**src/rtl/pps_sync_ctrl_pkg.sv**
```systemverilog
// Shared types and defaults for the GPS PPS discipline controller.
package pps_sync_ctrl_pkg;

   typedef enum logic [1:0] {
      ST_IDLE     = 2'd0,
      ST_ACQUIRE  = 2'd1,
      ST_LOCKED   = 2'd2,
      ST_HOLDOVER = 2'd3
   } state_t;

   localparam int unsigned DEF_CLK_HZ = 50_000_000;
   localparam int unsigned DEF_TOL    = 1000;

   // Free-running cycle counter that sticks at all-ones instead of wrapping.
   function automatic logic [31:0] sat_inc(input logic [31:0] v);
      return (v == '1) ? v : v + 32'd1;
   endfunction

endpackage

```
**src/rtl/pps_sync_ctrl_if.sv**
```systemverilog
// Control/status bundle between the PPS controller and its user.
interface pps_sync_ctrl_if
   import pps_sync_ctrl_pkg::*;
();
   logic        en;
   logic        sig;
   logic        pe;
   logic        sec_tick;
   logic [31:0] period;
   logic        locked;
   logic        holdover;
   state_t      state;

   modport master (
      output en, sig,
      input  pe, sec_tick, period, locked, holdover, state
   );

   modport slave (
      input  en, sig,
      output pe, sec_tick, period, locked, holdover, state
   );
endinterface

```
**src/rtl/pps_sync_ctrl_edge.sv**
```systemverilog
// Two-flop synchroniser plus history flop; registered one-cycle rising-edge pulse.
module pps_edge (
   input  logic clk,
   input  logic rst,
   input  logic sig_i,
   output logic pe_o
);
   logic sync1_q, sync2_q, hist_q, pe_q;

   always_ff @(posedge clk or posedge rst) begin
      if (rst) begin
         sync1_q <= 1'b0;
         sync2_q <= 1'b0;
         hist_q  <= 1'b0;
         pe_q    <= 1'b0;
      end else begin
         sync1_q <= sig_i;
         sync2_q <= sync1_q;
         hist_q  <= sync2_q;
         pe_q    <= sync2_q & ~hist_q;
      end
   end

   assign pe_o = pe_q;
endmodule

```
**src/rtl/pps_sync_ctrl.sv**
```systemverilog
// PPS discipline FSM: acquires lock on a GPS PPS input, emits a 1 Hz tick and
// free-runs in holdover for a bounded number of seconds when edges vanish.
module pps_sync_ctrl
   import pps_sync_ctrl_pkg::*;
#(
   parameter int unsigned CLK_HZ   = DEF_CLK_HZ,
   parameter int unsigned TOL      = DEF_TOL,
   parameter int unsigned LOCK_CNT = 3,
   parameter int unsigned MISS_MAX = 2
) (
   input  logic            clk,
   input  logic            rst,
   pps_sync_ctrl_if.slave  bus
);
   localparam logic [31:0] WIN_LO = 32'(CLK_HZ - TOL);
   localparam logic [31:0] WIN_HI = 32'(CLK_HZ + TOL);
   localparam logic [31:0] TOL_W  = 32'(TOL);
   localparam logic [31:0] LOCK_W = 32'(LOCK_CNT);
   localparam logic [31:0] MISS_W = 32'(MISS_MAX);

   state_t      state_q;
   logic [31:0] cnt_q, period_q, good_cnt_q, miss_cnt_q;
   logic        armed_q, tick_q, locked_q, holdover_q;
   logic        pe;
   logic [31:0] meas;
   logic        in_win, glitch, timeout, vtick, ho_late, ho_early;

   pps_edge u_edge (
      .clk   (clk),
      .rst   (rst),
      .sig_i (bus.sig),
      .pe_o  (pe)
   );

   always_comb begin
      meas     = sat_inc(cnt_q);
      in_win   = (meas >= WIN_LO) && (meas <= WIN_HI);
      glitch   = meas < WIN_LO;
      timeout  = cnt_q == period_q - 32'd1 + TOL_W;
      vtick    = cnt_q == period_q - 32'd1;
      ho_late  = meas >= period_q - TOL_W;
      ho_early = cnt_q < TOL_W;
   end

   always_ff @(posedge clk or posedge rst) begin
      if (rst) begin
         state_q    <= ST_IDLE;
         cnt_q      <= '0;
         period_q   <= 32'(CLK_HZ);
         good_cnt_q <= '0;
         miss_cnt_q <= '0;
         armed_q    <= 1'b0;
         tick_q     <= 1'b0;
         locked_q   <= 1'b0;
         holdover_q <= 1'b0;
      end else begin
         tick_q <= 1'b0;
         cnt_q  <= meas;
         if (!bus.en) begin
            state_q    <= ST_IDLE;
            cnt_q      <= '0;
            good_cnt_q <= '0;
            miss_cnt_q <= '0;
            armed_q    <= 1'b0;
            locked_q   <= 1'b0;
            holdover_q <= 1'b0;
         end else begin
            unique case (state_q)
               ST_IDLE: begin
                  cnt_q   <= '0;
                  state_q <= ST_ACQUIRE;
               end
               ST_ACQUIRE: begin
                  if (pe) begin
                     cnt_q <= '0;
                     if (!armed_q) begin
                        armed_q <= 1'b1;
                     end else if (!in_win) begin
                        good_cnt_q <= '0;
                     end else if (good_cnt_q + 32'd1 == LOCK_W) begin
                        period_q   <= meas;
                        tick_q     <= 1'b1;
                        good_cnt_q <= '0;
                        miss_cnt_q <= '0;
                        locked_q   <= 1'b1;
                        state_q    <= ST_LOCKED;
                     end else begin
                        good_cnt_q <= good_cnt_q + 32'd1;
                     end
                  end
               end
               ST_LOCKED: begin
                  // A late edge still realigns phase but must not corrupt the period.
                  if (pe && !glitch) begin
                     cnt_q  <= '0;
                     tick_q <= 1'b1;
                     if (in_win) period_q <= meas;
                  end else if (timeout) begin
                     cnt_q      <= TOL_W;
                     tick_q     <= 1'b1;
                     miss_cnt_q <= 32'd1;
                     locked_q   <= 1'b0;
                     holdover_q <= 1'b1;
                     state_q    <= ST_HOLDOVER;
                  end
               end
               ST_HOLDOVER: begin
                  if (pe && (ho_late || ho_early)) begin
                     cnt_q      <= '0;
                     tick_q     <= ho_late;
                     miss_cnt_q <= '0;
                     locked_q   <= 1'b1;
                     holdover_q <= 1'b0;
                     state_q    <= ST_LOCKED;
                  end else if (vtick) begin
                     cnt_q  <= '0;
                     tick_q <= 1'b1;
                     if (miss_cnt_q + 32'd1 > MISS_W) begin
                        good_cnt_q <= '0;
                        miss_cnt_q <= '0;
                        holdover_q <= 1'b0;
                        state_q    <= ST_ACQUIRE;
                     end else begin
                        miss_cnt_q <= miss_cnt_q + 32'd1;
                     end
                  end
               end
            endcase
         end
      end
   end

   assign bus.pe       = pe;
   assign bus.sec_tick = tick_q;
   assign bus.period   = period_q;
   assign bus.locked   = locked_q;
   assign bus.holdover = holdover_q;
   assign bus.state    = state_q;
endmodule

```
**src/flat_wrapper.sv**
```systemverilog
// flat-port wrapper written by rule: the top's interface ports become plain ports
module pps_sync_ctrl_flat import pps_sync_ctrl_pkg::*;
#(
   parameter int unsigned CLK_HZ   = DEF_CLK_HZ,
   parameter int unsigned TOL      = DEF_TOL,
   parameter int unsigned LOCK_CNT = 3,
   parameter int unsigned MISS_MAX = 2
)
  (clk, rst, bus_en, bus_sig, bus_pe, bus_sec_tick, bus_period, bus_locked, bus_holdover, bus_state);
  pps_sync_ctrl_if bus_i ();
  input  logic clk;
  input  logic rst;
  input wire logic [$bits(bus_i.en)-1:0] bus_en;
  input wire logic [$bits(bus_i.sig)-1:0] bus_sig;
  output wire logic [$bits(bus_i.pe)-1:0] bus_pe;
  output wire logic [$bits(bus_i.sec_tick)-1:0] bus_sec_tick;
  output wire logic [$bits(bus_i.period)-1:0] bus_period;
  output wire logic [$bits(bus_i.locked)-1:0] bus_locked;
  output wire logic [$bits(bus_i.holdover)-1:0] bus_holdover;
  output wire logic [$bits(bus_i.state)-1:0] bus_state;
  assign bus_i.en = bus_en;
  assign bus_i.sig = bus_sig;
  assign bus_pe = bus_i.pe;
  assign bus_sec_tick = bus_i.sec_tick;
  assign bus_period = bus_i.period;
  assign bus_locked = bus_i.locked;
  assign bus_holdover = bus_i.holdover;
  assign bus_state = bus_i.state;
  pps_sync_ctrl #(.CLK_HZ(CLK_HZ), .TOL(TOL), .LOCK_CNT(LOCK_CNT), .MISS_MAX(MISS_MAX)) u_core (.clk(clk), .rst(rst), .bus(bus_i));
endmodule
```
**config.mk**
```make
export PLATFORM = sky130hd
export DESIGN_NAME = pps_sync_ctrl_flat
export DESIGN_NICKNAME = d
export VERILOG_FILES = /design/src/rtl/pps_sync_ctrl_pkg.sv /design/src/rtl/pps_sync_ctrl_if.sv /design/src/rtl/pps_sync_ctrl_edge.sv /design/src/rtl/pps_sync_ctrl.sv /design/src/flat_wrapper.sv
export SDC_FILE = /design/constraint.sdc
export NUM_CORES = 1
export LEC_CHECK = 0
export CORE_MARGIN = 2
export CORE_UTILIZATION = 50
export CTS_CLUSTER_SIZE = 20
export DETAILED_ROUTE_END_ITERATION = 10
export DONT_BUFFER_PORTS = 1
export HOLD_SLACK_MARGIN = 0.05
export PLACE_DENSITY = 0.7
export SLEW_MARGIN = 20
export SYNTH_ARGS = -nofsm -noshare
export SYNTH_HDL_FRONTEND = slang
export SYNTH_SLANG_ARGS = --single-unit
export TNS_END_PERCENT = 10
```
**constraint.sdc**
```tcl
create_clock -name clk -period 6.3 [get_ports clk]
set_input_delay 1.89 -clock clk [delete_from_list [all_inputs] [get_ports clk]]
set_output_delay 1.89 -clock clk [all_outputs]
set_load 0.03 [all_outputs]
```
After elaboration in Yosys (flattened, before gate mapping)
Cells that the tools add are included.
{"block": "classes", "addsub": 6, "order_cmp": 6, "eq_ne": 30, "mux": 75, "bitwise_logic": 2, "n_reduce_logical": 14}
{"operator": "$mux 32", "count": 31}
{"operator": "$pmux 32 s2", "count": 2}
{"operator": "$pmux 32 s4", "count": 1}
{"operator": "$add 32x1->32 const B", "count": 3}
{"operator": "$pmux 32 s3", "count": 1}
{"operator": "$eq 32x32->1", "count": 2}
{"operator": "$add 32x10->32 const B", "count": 1}
{"operator": "$eq 32x2->1 const B", "count": 1}
{"operator": "$eq 32x32->1 const B", "count": 1}
{"operator": "$ge 32x26->1 const B", "count": 1}
{"operator": "$ge 32x32->1", "count": 1}
{"operator": "$gt 32x2->1 const B", "count": 1}
{"operator": "$le 32x26->1 const B", "count": 1}
{"operator": "$lt 32x10->1 const B", "count": 1}
{"operator": "$lt 32x26->1 const B", "count": 1}
{"operator": "$reduce_and 8->1", "count": 4}
{"operator": "$sub 32x1->32 const B", "count": 1}
{"operator": "$sub 32x10->32 const B", "count": 1}
{"operator": "$mux 1", "count": 26}
{"operator": "$ne 3x2->1 const B", "count": 7}
{"operator": "$mux 2", "count": 10}
{"operator": "$ne 2x1->1 const B", "count": 7}
{"operator": "$ne 3x3->1 const B", "count": 3}
{"operator": "$ne 4x2->1 const B", "count": 2}
{"operator": "other kinds (18)", "count": 23}
{"block": "totals", "regBits": 138, "word_cells": 146}

Depth between registers and ports, before layout
{"block": "logic_depth", "depth_word": 9, "depth_mapped": 24, "depth_no_buf": 20}

By module
A second synthesis with hierarchy kept.
{"block": "unflattened", "cells_unflattened": 1509, "area_unflattened_um2": 12505.7}
{"module": "pps_sync_ctrl", "n_inst": 1, "cells_per_inst": 1503, "area_per_inst_um2": 12388.1, "seq_area_each_um2": 3368.2}
{"module": "pps_edge", "n_inst": 1, "cells_per_inst": 6, "area_per_inst_um2": 117.6, "seq_area_each_um2": 100.1}

Least setup slack after synthesis
Ideal clock, no wire load.
{"block": "synth_timing", "path_kind": "reg2reg", "from": "reg u_core.period_q[3], in the netlist u_core.bus.period[3]", "to": "reg u_core.good_cnt_q[25]", "arrival_time_ps": 5008, "slack_ps": 1196, "stages_incl_launch_ff": 24, "path_cell_list": "dfrtp_1 clkbuf_1 inv_1 ha_1 clkbuf_1 o21ai_0 or3_1 nor3_1 xnor2_1 ha_1 a21oi_1 o21ai_0 nor2_1 nand3_1 o31a_1 o21ai_0 nor2b_1 inv_1 o211a_1 clkbuf_1 or3_1 buf_2 clkbuf_1 o31ai_1"}
{"block": "synth_between", "elab_chain_len": 6, "word_cells_on_any_way": 9, "cone_classes": "2 x add/sub; 1 x order compare; 3 x eq/ne; 3 x reduce/logical"}
{"item": "start: declaration", "line_no": "pps_sync_ctrl.sv:22", "rtl": "logic [31:0] cnt_q, period_q, good_cnt_q, miss_cnt_q;"}
{"item": "start signal: assignment", "line_no": "pps_sync_ctrl.sv:49", "rtl": "period_q <= 32'(CLK_HZ);"}
{"item": "start signal: assignment", "line_no": "pps_sync_ctrl.sv:81", "rtl": "period_q <= meas;"}
{"item": "start signal: assignment", "line_no": "pps_sync_ctrl.sv:97", "rtl": "if (in_win) period_q <= meas;"}
{"item": "$sub 32x10->32", "line_no": "pps_sync_ctrl.sv:41", "rtl": "ho_late = meas >= period_q - TOL_W;"}
{"item": "$ge 32x32->1", "line_no": "pps_sync_ctrl.sv:41"}
{"item": "$logic_or 1x1->1", "line_no": "pps_sync_ctrl.sv:108", "rtl": "if (pe && (ho_late || ho_early)) begin"}
{"item": "$logic_and 1x1->1", "line_no": "pps_sync_ctrl.sv:108"}
{"item": "$ne 3x3->1 (no line)"}
{"item": "$reduce_and 6->1 (no line) (*)"}
{"item": "end signal: assignment", "line_no": "pps_sync_ctrl.sv:88", "rtl": "good_cnt_q <= good_cnt_q + 32'd1;"}
{"item": "end: declaration", "line_no": "pps_sync_ctrl.sv:22"}
Mark *: on every way between the ends. The rest lies on a longest branch, timed or not.
A chain may end at the register's enable or synchronous reset.

Worst setup path after layout
{"block": "layout_timing", "from": "reg u_core.period_q[0], in the netlist u_core.bus.period[0]", "to": "reg u_core.miss_cnt_q[0]"}
{"block": "layout_between", "elab_chain_len": 7, "word_cells_on_any_way": 14, "cone_classes": "3 x add/sub; 1 x order compare; 4 x eq/ne; 3 x mux; 3 x reduce/logical"}
{"item": "branches (longest 7 deep; another with $sub 32x1->32)"}
{"item": "end signal: assignment", "line_no": "pps_sync_ctrl.sv:124", "rtl": "miss_cnt_q <= miss_cnt_q + 32'd1;"}
{"item": "end: declaration", "line_no": "pps_sync_ctrl.sv:22"}
Parallel ways; which one is timed is not known.

==> flow_summary.toml <==
[status]
status = "finished, final reports clean"

[power]
combPwrFrac_pct = 23.9
p_clk_share_pct = 36.4
power_density_nw_per_um2 = 214
seqPwrFrac_pct = 39.6
power.switching_mw = 1.05
finalPower_mw = 2.81
switching_share_pct = 37.5
leakagePower_nw = 5.21
internal_power_mw = 1.76
ir_drop_v = 0.000121

[logic_synthesis]
synth.area.top_cells = "dfrtp_1, xnor2_1, ha_1"
yosysUniqueCellTypes = 87
synthesis.instances = 1528
synth_ff_type = "dfrtp_1"
synth-seq-area-share_pct = 28.1
yosys.area.top_type = "dfrtp_1"
synth_top_area_share_pct = 25.6
async_flop_share_pct = 100
synth_edf_count = 0
yosys_warnings = 0
syn-num-nets = 1573
ys_ff_latch = 138
avgSynthCellArea_um2 = 8.06
syn_area_um2 = 12300

[placement]
port_buffers = 0
routabilityCongestion = 0.988
placed_area_um2 = 12600
dp_hpwl_um = 27900
placed_cells = 1792

[worst_setup_path]
r2r_start = "u_core.bus.period[0]"
path_max_fanout = 32
crit_path_end_kind = "flop"
startpoint_type = "flop"
rr_worst_depth = 13
crit_arrival_ns = 6.18
worstPathRequired_ns = 6.63
r2r_slack_ns = 0.45
startpoint = "u_core.bus.period[0]"
worstSetupPathType = "flop to flop"
r2r_end = "u_core.miss_cnt_q[0]"
crit_end = "u_core.miss_cnt_q[0]"

[worst_hold_path]
hold_path_class = "flop to flop"
holdCritStartpoint = "u_core.u_edge.sync1_q"

[clock_tree]
cts_tree = "done"
cts_root_buf = "clkbuf_16"
cts-resized-gates = 0
post_cts.repair.setup_buffers = 0
cts_sinks = 138
h-tree-depth = 4
clk_latency_ns = 0.44
clk_pin_slew_ns = 0.07
clk_path_buf_depth = 2
numCtsBuffers = 17
hold_buffers = 0

[timing]
slew_headroom_pct = 28.0
clock.fmax_mhz = 171
period_needed_ns = 5.85
finalHoldViolCount = 0
tns_ns = 0
slew_violations = 0
setup_viol = 0
tightest_slew_ns = 1.07
fin_skew_ns = 0.0130
finalCritPeriodShare_pct = 92.8
rsz0062_at_grt = "no"

[global_routing]
grt_max_degree = 106
grt_pass1_vias = 10900
grt_pass1_wl_um = 60200
antenna_found_initial = 0
grt_overflow = 0
grtUsageTotal_pct = 29.2

[final_layout]
areaGrowthSynthToFinish_pct = 6.92
drive_above_1_share_pct = 10.3
nFillCells = 2334
fin_util_pct = 54.3
final_nets = 1532
final_area_um2 = 13200
stdcell_count = 1824
n_antenna_cell = 0

[detailed_routing]
top_layer = "met4"
drt-pass1-iter-count = 5
drt_iter0_markers = 1329
met3_length_um = 3390
m1WireLength_um = 16900
vias = 11900
route.met2.wl_um = 16300
via_per_inst = 6.55
wirelength_um = 37700
drc = 0
drtAntennaViolNets = 0
routedWlPerCell_um = 20.7

[floorplanning]
die_area_um2 = 25900
core_area_um2 = 24200
ios = 42
start_util_pct = 50.8
die_w_um = 161
core.rowCount = 57
die_h_um = 161

[run]
drv_cap = 0
-- flip-flops by register name (all words and copies together), names as in the netlist, 2 cells and up --
register	cells
u_core.good_cnt_q	32
u_core.cnt_q	32
u_core.bus.period	32
u_core.bus.state	2
u_core.miss_cnt_q	32
-- per-stage QoR --
step / setup slack, ns / hold WS [ns]
6_report: 0.453 / 0.349
5_1_grt: 0.119 / 0.359
4_1_cts: 0.299 / 0.350
3_5_place_dp: 0.308 / 0.335
3_3_place_gp: 0.406 / 0.332
2_1_floorplan: 0.734 / 0.331
-- power groups by stage --
stage | Clock (mW) | Combinational [mW] | Sequential [mW]
2_1_floorplan | 0 | 0.557 | 1.04
3_3_place_gp | 0 | 0.645 | 1.13
3_5_place_dp | 0 | 0.651 | 1.13
4_1_cts | 1.04 | 0.656 | 1.11
5_1_grt | 1.07 | 0.728 | 1.13
6_report | 1.03 | 0.673 | 1.12
-- cells by family (layout without fill, tap and decap cells) --
group           count (synthesis)  count (layout)  synth area share (%)
fa+ha+maj                      41              41                  4.16
xor+xnor                      115             115                  8.97
compound gates                323             323                  17.9
simple gates                  740             740                  33.4
mux                            30              30                  2.57
flops                         138             138                  28.1
buf+inv                       141             113                  4.87
-- cell usage after synthesis, types with 5 or more instances --
library cell,instances
or2_2,26
buf_1,8
o21a_1,10
xnor2_1,65
nor4_1,45
clkbuf_1,61
and3_1,20
nor3b_1,5
nor3_1,64
buf_2,18
nor2b_1,28
and2_1,60
a31o_2,7
nand3_1,72
o22ai_1,10
a31oi_1,16
xnor3_1,6
a211oi_1,10
o211ai_1,7
dfrtp_1,126
a21oi_1,58
o41ai_1,6
nand2b_1,24
o2111ai_1,8
ha_1,41
o31ai_1,26
dfstp_2,12
mux2_2,13
and4_1,10
o31a_1,5
a211o_1,5
nor4b_1,11
o21ai_0,92
mux2i_1,17
nand4_1,70
inv_1,43
or3_1,32
nand4b_1,6
xor2_1,43
buf_6,5
nand2_1,115
nand3b_1,6
a21o_1,7
nor2_1,111
or4_1,11
-- worst min-delay path by stage --
stage                                        to  slack [ns]  depth (start not counted)
after floorplan           u_core.u_edge.sync2_q        0.33                          0
after global placement    u_core.u_edge.sync2_q        0.33                          0
after detailed placement  u_core.u_edge.sync2_q        0.33                          0
after CTS                 u_core.u_edge.sync2_q        0.35                          0
after global routing      u_core.u_edge.sync2_q        0.36                          0
final                     u_core.u_edge.sync2_q        0.35                          0
-- cell type report --
| type | count | area (µm²) | share of cell area [%] |
|---|---|---|---|
| Multi-Input combinational cell | 1249 | 8280 | 62.8 |
| Timing Repair Buffer | 37 | 278 | 2.11 |
| Clock buffer | 19 | 443 | 3.36 |
| Tap cell | 324 | 405 | 3.08 |
| Inverter | 44 | 170 | 1.29 |
| Clock inverter | 13 | 133 | 1.01 |
| Sequential cell | 138 | 3470 | 26.3 |
-- routing by layer --
layer  up-vias  global-route usage (%)
met5         -                       0
met4         0                    9.98
met3        90                    6.96
met2       567                    43.6
met1      5702                    41.6
li1       5583                       -
-- placed cells by master, fill, tap and decap left out, drive strengths merged, types with 28 or more instances in the layout --
master,instances
a21oi,58
buf,37
or3,32
nor3,66
xnor2,65
nor2b,28
nand2,115
o21ai,93
ha,41
nor4,51
nor2,111
inv,48
dfrtp,126
nand4,70
xor2,43
and2,61
nand3,72
-- worst max-delay path, cell delays in order (launching register included) --
cell      delay [ns]
dfrtp_1         0.63
inv_1           0.18
ha_1            0.36
nor4b_2         0.60
nand4_1         0.42
a211o_1         0.37
a2111o_1        0.54
nor4_4          0.59
a41oi_2         0.25
or4b_4          0.57
nor4_4          0.47
and2_2          0.26
o21bai_4        0.19
a22o_1          0.29
No activity file was read; power rests on OpenSTA's default activity.
